File: src/rtl/spi_arb_pkg.sv
// rtl/spi_arb_pkg.sv - shared types and constants for the SPI master arbiter
package spi_arb_pkg;

  typedef enum logic [1:0] {
    IDLE      = 2'd0,
    LAUNCH    = 2'd1,
    WAIT_DONE = 2'd2,
    RESP      = 2'd3
  } state_t;

  // {CPOL, CPHA}
  typedef logic [1:0] spi_mode_t;

  localparam spi_mode_t MODE0 = 2'b00;
  localparam spi_mode_t MODE1 = 2'b01;
  localparam spi_mode_t MODE2 = 2'b10;
  localparam spi_mode_t MODE3 = 2'b11;

endpackage

File: src/rtl/rr_arbiter.sv
// rtl/rr_arbiter.sv - combinational round-robin pick of the first request at or after ptr
module rr_arbiter #(
  parameter int NUM_REQ = 4,
  parameter int IDX_W   = $clog2(NUM_REQ)
) (
  input  logic [NUM_REQ-1:0] req,
  input  logic [IDX_W-1:0]   ptr,
  output logic [NUM_REQ-1:0] grant,
  output logic [IDX_W-1:0]   idx
);

  int             j;
  logic [IDX_W-1:0] jj;

  // Scan farthest-to-nearest so the closest request at/after ptr is the last writer.
  always_comb begin
    grant = '0;
    idx   = '0;
    j     = 0;
    jj    = '0;
    for (int k = NUM_REQ - 1; k >= 0; k--) begin
      j  = (int'(ptr) + k) % NUM_REQ;
      jj = IDX_W'(j);
      if (req[jj]) begin
        grant     = '0;
        grant[jj] = 1'b1;
        idx       = jj;
      end
    end
  end

endmodule

File: src/rtl/spi_master_arbiter.sv
// rtl/spi_master_arbiter.sv - round-robin sharing of one SPI master among NUM_REQ requesters
module spi_master_arbiter
  import spi_arb_pkg::*;
#(
  parameter int NUM_REQ     = 4,
  parameter int DATA_W      = 8,
  parameter int START_LEN   = 2,
  parameter int TIMEOUT_CYC = 4096,
  parameter int IDX_W       = $clog2(NUM_REQ)
) (
  input  logic                      clk,
  input  logic                      reset,
  input  logic [NUM_REQ-1:0]        req_valid,
  input  logic [NUM_REQ*DATA_W-1:0] req_data,
  input  logic [NUM_REQ*2-1:0]      req_mode,
  output logic [NUM_REQ-1:0]        req_ready,
  output logic [NUM_REQ-1:0]        rsp_valid,
  output logic [DATA_W-1:0]         rsp_data,
  output logic                      rsp_err,
  output logic                      m_start,
  output logic [1:0]                m_mode,
  output logic [DATA_W-1:0]         m_data_tx,
  input  logic                      m_done,
  input  logic [DATA_W-1:0]         m_data_rx,
  output logic                      busy,
  output logic [IDX_W-1:0]          grant_id
);

  localparam int CNT_W = $clog2(TIMEOUT_CYC);
  localparam logic [CNT_W-1:0] LAUNCH_LAST  = CNT_W'(START_LEN - 1);
  localparam logic [CNT_W-1:0] TIMEOUT_LAST = CNT_W'(TIMEOUT_CYC - 1);

  state_t             state, state_n;
  logic [IDX_W-1:0]   ptr;
  logic [CNT_W-1:0]   cnt;
  logic               done_q;
  logic               done_edge;
  logic [NUM_REQ-1:0] arb_grant;
  logic [IDX_W-1:0]   arb_idx;

  assign done_edge = m_done && !done_q;

  rr_arbiter #(
    .NUM_REQ (NUM_REQ),
    .IDX_W   (IDX_W)
  ) u_rr_arbiter (
    .req   (req_valid),
    .ptr   (ptr),
    .grant (arb_grant),
    .idx   (arb_idx)
  );

  always_ff @(posedge clk or posedge reset) begin
    if (reset) state <= IDLE;
    else       state <= state_n;
  end

  always_comb begin
    state_n = state;
    case (state)
      IDLE:      if (|req_valid) state_n = LAUNCH;
      LAUNCH:    if (cnt == LAUNCH_LAST) state_n = WAIT_DONE;
      WAIT_DONE: if (done_edge || cnt == TIMEOUT_LAST) state_n = RESP;
      RESP:      state_n = IDLE;
      default:   state_n = IDLE;
    endcase
  end

  always_comb begin
    req_ready = '0;
    rsp_valid = '0;
    m_start   = 1'b0;
    busy      = (state != IDLE);
    case (state)
      IDLE:    req_ready = arb_grant;
      LAUNCH:  m_start = 1'b1;
      RESP:    rsp_valid[grant_id] = 1'b1;
      default: ;
    endcase
  end

  // One counter times both the start pulse and the done watchdog; it clears between phases.
  always_ff @(posedge clk or posedge reset) begin
    if (reset) begin
      ptr       <= '0;
      grant_id  <= '0;
      m_data_tx <= '0;
      m_mode    <= MODE0;
      rsp_data  <= '0;
      rsp_err   <= 1'b0;
      done_q    <= 1'b0;
      cnt       <= '0;
    end else begin
      done_q <= m_done;
      case (state)
        IDLE: begin
          if (|req_valid) begin
            grant_id  <= arb_idx;
            m_data_tx <= req_data[int'(arb_idx)*DATA_W +: DATA_W];
            m_mode    <= req_mode[int'(arb_idx)*2 +: 2];
            ptr       <= (arb_idx == IDX_W'(NUM_REQ - 1)) ? '0 : arb_idx + 1'b1;
            cnt       <= '0;
          end
        end
        LAUNCH: begin
          if (cnt == LAUNCH_LAST) cnt <= '0;
          else                    cnt <= cnt + 1'b1;
        end
        WAIT_DONE: begin
          if (done_edge) begin
            rsp_data <= m_data_rx;
            rsp_err  <= 1'b0;
          end else if (cnt == TIMEOUT_LAST) begin
            rsp_data <= '0;
            rsp_err  <= 1'b1;
          end else begin
            cnt <= cnt + 1'b1;
          end
        end
        default: ;
      endcase
    end
  end

endmodule

File: config.mk
export PLATFORM = sky130hd
export DESIGN_NAME = spi_master_arbiter
export DESIGN_NICKNAME = d
export VERILOG_FILES = /design/src/rtl/spi_arb_pkg.sv /design/src/rtl/rr_arbiter.sv /design/src/rtl/spi_master_arbiter.sv
export SDC_FILE = /design/constraint.sdc
export NUM_CORES = 1
export LEC_CHECK = 0
export CAP_MARGIN = 30
export CORE_UTILIZATION = 37
export DETAILED_ROUTE_END_ITERATION = 16
export GPL_TIMING_DRIVEN = 0
export HOLD_SLACK_MARGIN = 0.03
export PLACE_DENSITY = 0.76
export SLEW_MARGIN = 5
export SYNTH_ARGS = -nofsm -noshare
export SYNTH_HDL_FRONTEND = slang
export SYNTH_SLANG_ARGS = --single-unit
File: constraint.sdc
create_clock -name clk -period 3.05 [get_ports clk]
set_input_delay 0.4575 -clock clk [delete_from_list [all_inputs] [get_ports clk]]
set_output_delay 0.4575 -clock clk [all_outputs]
set_load 0.02 [all_outputs]
# ---- Word level (Yosys, flattened, before mapping)
# Index checks and enable logic that the tools add are counted.
dict set report word_totals {
  regBits 38
  input_bits 55
  out_inout_bits 31
  word_cells 97
}
dict set report op_classes {
  addsub 5
  magnitude_cmp 10
  eq_ne 11
  n_shift 2
  muxes 43
  reduce_logical 17
}
# cell n
set ops {}
lappend ops {{two-way mux 12 bit} 4}
lappend ops {{case mux 12 bit (3 select lines)} 1}
lappend ops {{indexed part select 32 x 6 -> 8 bit} 1}
lappend ops {{two-way mux 4 bit} 6}
lappend ops {{two-way mux 2 bit} 8}
lappend ops {{two-way mux 8 bit} 2}
lappend ops {{< comparator 2 x 3 -> 1 bit, second input constant} 5}
lappend ops {{adder 12 x 1 -> 12 bit, second input constant} 1}
lappend ops {{equality test 12 x 1 -> 1 bit, second input constant} 1}
lappend ops {{equality test 12 bit, second input constant} 1}
lappend ops {{two-way mux 1 bit} 12}
lappend ops {{demux 1 bit (select 2 bit)} 5}
lappend ops {{>= comparator 2 x 1 -> 1 bit, second input constant} 5}
lappend ops {{inequality test 2 bit, second input constant} 5}
lappend ops {{binary-select mux 1 bit (select 2 bit)} 4}
lappend ops {{case mux 2 bit (4 select lines)} 1}
lappend ops {{indexed part select 8 x 4 -> 2 bit} 1}
lappend ops {{equality test 2 bit, second input constant} 3}
lappend ops {{logical AND 1 bit} 6}
lappend ops {{adder 2 x 1 -> 2 bit, second input constant} 2}
lappend ops {{adder 2 bit, second input constant} 2}
lappend ops {{AND reduction 2 bit} 2}
lappend ops {{AND reduction 4 bit} 1}
lappend ops {{nonzero test 2 bit} 2}
lappend ops {{other kinds (7)} 7}

# ---- Depth between registers and ports, before layout
# Gate-level depths: netlist (run 1).
dict set report depth {
  depth_word 10
  depth_mapped 13
  mapped_depth_nobuf 8
}

# ---- Cells and area by module
# Synthesis (run 1) repeated with hierarchy kept, for this count alone.
dict set report unflattened {
  cells_unflattened 237
  area_unflattened_um2 2636.3
}
# module instances cells_each area_per_inst_um2 seq_area_each_um2
set by_module_without_submodules {}
lappend by_module_without_submodules {spi_master_arbiter 1 177 2140.8 950.9}
lappend by_module_without_submodules {rr_arbiter 1 60 495.5 0.0}

# ---- Worst setup path after synthesis (run 1)
# OpenSTA, ideal clock, no wires.
dict set report synth_path {
  path_type {register -> register}
  startpoint {register ptr[0]}
  endpoint {register ptr[0]}
  setup_ps 83
  arrival_ps 3026
  required_ps 2967
  slack_ps -59
  stages_incl_launch_ff 13
  path_buffers 4
  period_less_slack_ps 3109
  cell_sequence {dfrtp_1 -> buf_4 -> inv_1 -> ha_1 -> buf_6 -> mux4_2 -> o21bai_1 -> a211o_1 -> buf_6 -> buf_12 -> ha_1 -> or3_1 -> o22ai_1}
}
dict set report synth_via {
  elab_chain_len 9
  elab_cells_between_ends 18
  classes_between {add/sub: 4; eq/ne: 1; mux: 13}
}
# element line_no
set synth_lines {}
lappend synth_lines {{start, declared} spi_master_arbiter.sv:34} ;# logic [IDX_W-1:0] ptr;
lappend synth_lines {{start signal, assigned} spi_master_arbiter.sv:101} ;# ptr <= (arb_idx == IDX_W'(NUM_REQ - 1)) ? '0 : arb_idx + 1'b1;
lappend synth_lines {{adder 2 bit} rr_arbiter.sv:22} ;# j = (int'(ptr) + k) % NUM_REQ;
lappend synth_lines {{binary-select mux 1 bit (select 2 bit)} rr_arbiter.sv:24} ;# if (req[jj]) begin
lappend synth_lines {{two-way mux 1 bit (not written as such)} rr_arbiter.sv:24}
lappend synth_lines {{two-way mux 2 bit (3 in series)} rr_arbiter.sv:24}
lappend synth_lines {{two-way mux 2 bit (*)} rr_arbiter.sv:24}
lappend synth_lines {{named net arb_idx[0]} spi_master_arbiter.sv:39} ;# logic [IDX_W-1:0] arb_idx;
lappend synth_lines {{adder 2 x 1 -> 2 bit or equality test 2 bit (tied branches)} spi_master_arbiter.sv:101}
lappend synth_lines {{two-way mux 2 bit (*)} spi_master_arbiter.sv:101}
# The timed path passes the listed nets; every way through them passes the cells marked *. The select of a mux whose other input is x is not followed.
# A chain may end at the register's enable or synchronous reset.

# ---- Final worst setup path (run 1)
dict set report layout_path {
  startpoint {register ptr[0]}
  endpoint {output req_ready[3]}
}
dict set report layout_via {
  elab_chain_len 10
  elab_cells_between_ends 36
  classes_between {add/sub: 3; order compare: 8; mux: 21; reduce/logical: 4}
}
# element line_no
set layout_lines {}
lappend layout_lines {{adder 2 bit} rr_arbiter.sv:22}
lappend layout_lines {{< comparator 2 x 3 -> 1 bit (not written as such) or >= comparator 2 x 1 -> 1 bit (tied branches)} rr_arbiter.sv:26} ;# grant[jj] = 1'b1;
lappend layout_lines {{logical AND 1 bit (not written as such)} rr_arbiter.sv:26}
lappend layout_lines {{two-way mux 1 bit (not written as such)} rr_arbiter.sv:26}
lappend layout_lines {{demux 1 bit (select 2 bit)} n/a}
lappend layout_lines {{two-way mux 4 bit (3 in series)} rr_arbiter.sv:24}
lappend layout_lines {{two-way mux 4 bit (*)} rr_arbiter.sv:24}
lappend layout_lines {{two-way mux 4 bit (*)} spi_master_arbiter.sv:74} ;# case (state)
lappend layout_lines {{end, declared} spi_master_arbiter.sv:16} ;# output logic [NUM_REQ-1:0] req_ready,
# Every way passes the cells marked *; elsewhere a longest branch is shown, timed or not. The select of a mux whose other input is x is not followed.

==> impl_metrics.toml, run 1 <==
[setup_path]
critPathArrivalTime_ns = 2.59
cp-start-kind = "flop"
worst_path_most_repeated_cell = "buf_6"
r2r_setup_slack_ns = 0.01
cp.required_ns = 2.59
worstSetupEndpointType = "output port"
slowest_delay_ns = 0.54
worst-path-max-fanout = 7
crit_slowest_cell = "mux4_2"
path_cells = "buf_6, clkinvlp_4, ha_4, buf_6, mux4_2, buf_6, a221o_1, nand3_1, a21oi_2, buf_4"
worstSetupPathType = "reg2out"

[power]
p_total_uw = 4422
peakVddDrop_v = 0.0004581
power_density_nw_per_um2 = 1099
leakage_uw = 0.001683

[layout]
drive_above_1_share_pct = 18.60
stdcell_area_um2 = 4025
nets = 456
fin_cells = 483
syn_to_final_growth_pct = 49.35
antenna_cells = 0

[global_route]
grt_pass1_vias = 2503
grt_overflow = 0
antenna_found_initial = 0
grt_pass1_wl_mm = 11.81
grt_util_all_layers_pct = 19.60
grt_max_degree = 39

[cts]
cts_tree = "built"
insertion_delay_ns = 0.29
htreeDepth = 2
root_buffer = "clkbuf_8"
clock_path_buffers = 2
clock-sinks = 38
cts_hold_buf = 0
cts.clk_slew.worst_paths_ns = 0.08
numCtsBuffers = 5

[timing]
hold_viol_final = 0
setup_violations = 0
min_period_ns = 3.049
fmax_ghz = 0.3280
rsz0062_at_grt = "true"
tightest_slew_ns = 0.8224
maxSlewViolCount = 0
skew_ns = 0.003590
slew_headroom_pct = 45.09
final.period_utilization_pct = 99.96
setup_tns_ns = 0

[synthesis]
synth_compound_area_share_pct = 25.86
yosysWarnings = 0
synth_top_family_by_area = "compound AO/OA/AOI/OAI gates"
synthFlopType = "dfrtp_1"
synthCells = 276
synthMuxAreaShare_pct = 8.682
synth_xor_area_share_pct = 0
yosysSeqAreaShare_pct = 35.28
synth.ff_latch_count = 38
async_flop_share_pct = 100.0
syn_area_per_cell_um2 = 9.765
synth_edf_count = 0
syn_nets = 346
synth_cell_types = 50
synth_area_um2 = 2695
synth-simple-area-share_pct = 17.92
synthAdderAreaFrac_pct = 6.964

[drt]
firstDrtPassIters = 4
maxUsedRoutingLayer = "met4"
vias = 2612
detail_route.iter0.violations = 97
dr_wl_met2_mm = 3.731
drtAntennaViolNets = 0
met3_length_um = 382
drt_drc_violations_left = 0
via_per_inst = 5.408
totalWireLength_mm = 7.616
wl_per_cell_um = 15.77
met1Wirelength_mm = 3.356

[floorplan]
die_w_um = 87.35
pin_count = 86
core-area_um2 = 6907
initial_utilization_pct = 39.02
std_cell_rows = 30
die_area_um2 = 7629
die_h_um = 87.35

[place]
dpl_cell_area_um2 = 3667
place.gp.congestion = 0.8614
place_hpwl_mm = 5.341
port_buffers = 85
place_inst = 457

[outcome]
status = "complete, no violations"

[worst_hold_path]
min_path_type = "reg2reg"

[flow_run]
max_cap_violations = 0
-- through the flow --
step           hold WS (ns)  util, %  worst slack, ns
5_1_grt              0.5271    58.28         -0.05831
3_3_place_gp         0.4834    53.10          -0.3040
6_report             0.5040    58.28         0.001289
2_1_floorplan        0.4889        -         0.003904
4_1_cts              0.5096    55.14       0.00001887
3_5_place_dp         0.4859    53.10          -0.3251
-- cells by family after synthesis --
kind of cell | after synthesis
compound gates | 85
fa+ha+maj | 15
buf+inv | 26
flops | 38
mux | 18
simple gates | 94
-- per-layer routing --
| layer | up-vias | GRT usage [%] |
|---|---|---|
| li1 | 1276 | - |
| met1 | 1250 | 26.48 |
| met2 | 73 | 32.32 |
| met3 | 13 | 3.791 |
| met4 | 0 | 4.769 |
| met5 | - | 0 |
-- cell usage after synthesis (2+ instances only) --
library cell / n / area (um^2)
dfrtp_1: 38 / 950.9
nor2_1: 26 / 97.59
nand2_1: 18 / 67.56
a22o_1: 17 / 148.9
ha_1: 15 / 187.7
o21ai_0: 14 / 70.07
a221oi_1: 13 / 113.9
inv_1: 12 / 45.04
mux2i_1: 11 / 110.1
a22oi_1: 10 / 75.07
nand3_1: 9 / 45.04
a221oi_2: 7 / 105.1
clkbuf_1: 6 / 22.52
nor3_1: 6 / 30.03
a21oi_1: 5 / 25.02
a221o_1: 5 / 50.05
or2b_1: 5 / 37.54
mux4_2: 4 / 90.09
nor2b_1: 4 / 25.02
nor4_1: 4 / 25.02
or3_1: 4 / 25.02
a211o_1: 3 / 26.28
and2_1: 3 / 18.77
and3_1: 3 / 18.77
buf_6: 3 / 33.78
mux2_2: 3 / 33.78
a31oi_1: 2 / 12.51
buf_2: 2 / 10.01
nand4_1: 2 / 12.51
or2_2: 2 / 12.51
-- sequential cells by signal (all words and copies together), names as in the netlist --
register,cells
m_data_tx,8
ptr,2
rsp_err,1
done_q,1
m_mode,2
grant_id,2
rsp_data,8
state,2
cnt,12
-- timing repair --
item,in CTS,in global routing
pin swaps,0,12
gates resized for setup,19,18
cloned,0,1
endpoints found under the setup margin,6,6
setup buffers,2,15
-- worst paths after layout --
check / startpoint / cells past startpoint / endpoint
setup / recovery: ptr[0] / 10 / req_ready[3]
min in group asynchronous: reset / 2 / rsp_data[6]
max in group asynchronous: reset / 2 / ptr[1]
hold reg to reg: rsp_data[5] / 1 / rsp_data[5]
setup reg to reg: ptr[0] / 12 / ptr[0]
hold / removal: rsp_data[5] / 1 / rsp_data[5]
-- layout make-up --
| cell class | count | area (um^2) |
|---|---|---|
| Buffer | 13 | 97.59 |
| Clock buffer | 5 | 68.82 |
| Clock inverter | 3 | 68.82 |
| Fill cell | 608 | 2882 |
| Inverter | 13 | 52.55 |
| Multi-Input combinational cell | 212 | 1678 |
| Sequential cell | 38 | 953.4 |
| Tap cell | 96 | 120.1 |
| Timing Repair Buffer | 103 | 985.9 |
-- report_power, final --
part | switching [uW] | internal [uW] | total, uW | leakage, uW
registers | 127 | 683 | 810 | 0.000471
clock network | 195 | 328 | 523 | 0.0000683
logic | 1550 | 1540 | 3090 | 0.00114
-- critical path: cells and delay by family (launching register included) --
family | cells | cell delay [ns]
simple gates | 1 | 0.11
compound gates | 2 | 0.33
flops | 1 | 0.37
mux | 1 | 0.54
buf+inv | 5 | 0.67
fa+ha+maj | 1 | 0.28
-- layout by cell type, fill, tap and decap left out, types with 4 or more instances in the layout --
cell type	instances
clkdlybuf4s50_1	81
dfrtp_1	36
nor2_1	26
buf_4	20
nand2_1	18
a22o_1	17
o21ai_0	14
a221oi_1	13
ha_1	13
inv_1	10
mux2i_1	10
a22oi_1	10
nand3_1	7
a221oi_2	7
clkbuf_1	6
nor3_1	6
or2b_1	5
a221o_1	5
clkbuf_8	5
buf_6	4
or3_1	4
mux4_2	4
a21oi_2	4
Note: power is estimated with default switching activity, not from simulation.
==> run 2, diff against run 1 <==
PLACE_DENSITY = 0.73   (was 0.76)
clock period = 3.29 ns   (was 3.05 ns; I/O delays follow)
==> run 2 against run 1 <==
Against the previous run: largest power group unchanged; highest routed layer unchanged; non-clock buffer count is 14 lower; sequential share of layout area rose by 1.2 points; largest cell class unchanged; global-route usage down 0.27 points; critical path type unchanged; design area down 4.8%.
==> impl_metrics.toml, run 2 (synthesis results as in run 1) <==
[cts]
htreeDepth = 2
numCtsBuffers = 5
clock-sinks = 38
root_buffer = "clkbuf_8"
cts.clk_slew.worst_paths_ns = 0.07
insertion_delay_ns = 0.29
cts_hold_buf = 0
cts_tree = "built"
clock_path_buffers = 2

[layout]
nets = 442
drive_above_1_share_pct = 12.60
syn_to_final_growth_pct = 42.15
largest_register_ff_count = 12
regMostFlops = "cnt"
antenna_cells = 0
utilization_pct = 55.47
reg_top3 = "cnt: 12 flops, m_data_tx: 8 flops, rsp_data: 8 flops"
fillCellCount = 645
mostFrequentLayoutCells = "81 x clkdlybuf4s50_1, 36 x dfrtp_1, 26 x nor2_1"
final_common_cell = "clkdlybuf4s50_1"

[setup_path]
cp.required_ns = 2.80
r2r_start = "ptr[0]"
critPathArrivalTime_ns = 2.59
r2r_setup_slack_ns = 0.24
worstRegToRegCells = 12
cp-endpoint = "req_ready[2]"
startpoint = "ptr[0]"
worstSetupPathType = "reg2out"
worstSetupEndpointType = "output port"
worst-path-max-fanout = 10
rr_endpoint = "ptr[0]"
cp-start-kind = "flop"

[timing]
hold_viol_final = 0
skew_ns = 0.008403
holdWs_ns = 0.5046
slew_headroom_pct = 46.95
final.setup.worst_slack_ns = 0.2091
min_period_ns = 3.081
fmax_ghz = 0.3246
tightest_slew_ns = 0.7946
setup_tns_ns = 0
final.period_utilization_pct = 93.64
rsz0062_at_grt = "false"
setup_violations = 0
maxSlewViolCount = 0

[floorplan]
die_h_um = 87.35
initial_utilization_pct = 39.02
die_area_um2 = 7629
die_w_um = 87.35
pin_count = 86
core-area_um2 = 6907
std_cell_rows = 30

[global_route]
grt_pass1_wl_mm = 11.58
grt_pass1_vias = 2482
grt_overflow = 0
grt_max_degree = 39
antenna_found_initial = 0
grt_util_all_layers_pct = 19.32

[drt]
drtAntennaViolNets = 0
via_per_inst = 5.478
wl_per_cell_um = 15.86
drt_drc_violations_left = 0
firstDrtPassIters = 4
totalWireLength_mm = 7.437
detail_route.iter0.violations = 73
vias = 2569

[power]
power_density_nw_per_um2 = 976.2
leakage_uw = 0.001604
peakVddDrop_v = 0.0003283

[place]
pre_cts_ws_ns = -0.2228
port_buffers = 85
place.gp.congestion = 0.8854
place_hpwl_mm = 5.388

[flow_run]
max_cap_violations = 0

[outcome]
status = "complete, no violations"

[worst_hold_path]
min_path_type = "reg2reg"
==> run 2: cell count changes in the layout (fill, tap and decap cells not counted), sizes merged <==
cell / before / now
clkinv: 2 / 1
buf: 29 / 11
clkbuf: 11 / 16
==> run 2: per-stage QoR <==
| stage | cell area [um^2] | total power (uW) | cells |
|---|---|---|---|
| 3_5_place_dp | 3666 | 3209 | 457 |
| 6_report | 3831 | 3740 | 469 |
| 2_1_floorplan | 2695 | 2441 | 276 |
| 3_3_place_gp | 3666 | 3151 | 457 |
| 4_1_cts | 3825 | 3730 | 467 |
| 5_1_grt | 3831 | 4006 | 469 |
==> run 2: critical path, stage by stage, from the launching register on <==
cell and delay (ns):
dfrtp_2 0.38, buf_6 0.15, clkinvlp_4 0.10, ha_1 0.30
buf_6 0.13, mux4_2 0.51, buf_6 0.16, a221o_1 0.26
nand3_1 0.09, a21oi_1 0.07, clkbuf_2 0.16
==> run 2: worst min path at each step <==
stage                start     endpoint  slack [ns]  cells past startpoint
6_report       rsp_data[2]  rsp_data[2]        0.50                      1
5_1_grt        rsp_data[2]  rsp_data[2]        0.52                      1
4_1_cts        rsp_data[2]  rsp_data[2]        0.51                      1
3_5_place_dp   rsp_data[2]  rsp_data[2]        0.48                      1
3_3_place_gp   rsp_data[6]  rsp_data[6]        0.48                      1
2_1_floorplan       cnt[0]       cnt[0]        0.51                      1
==> run 2: power breakdown <==
| group | leakage (uW) | internal [uW] | switching (uW) |
|---|---|---|---|
| registers | 0.000471 | 634 | 116 |
| clock network | 0.0000714 | 324 | 168 |
| logic | 0.00106 | 1160 | 1340 |
| total | 0.00160 | 2120 | 1620 |
==> run 2: area by class of cell <==
class                      count  area, um^2  share of cell area [%]
buffer                        13       97.59                   2.547
timing repair buffer          89       860.8                   22.47
tap                           96       120.1                   3.135
clock buffer                   6       82.58                   2.155
multi-input combinational    212        1604                   41.87
clock inverter                 2       60.06                   1.568
sequential                    38       953.4                   24.89
inverter                      13       52.55                   1.372
==> run 2: what timing repair did <==
item                                    CTS  global route
resized for setup                         7            10
setup buffers                             2             2
gates cloned                              0             0
endpoints found under the setup margin    5             4
==> run 2: layer usage <==
metal	vias up	wire length, um	track usage [%]
met3	4	384	3.318
li1	1249	-	-
met4	0	41	4.024
met5	-	0	0
met1	1239	3196	24.09
met2	77	3814	34.87
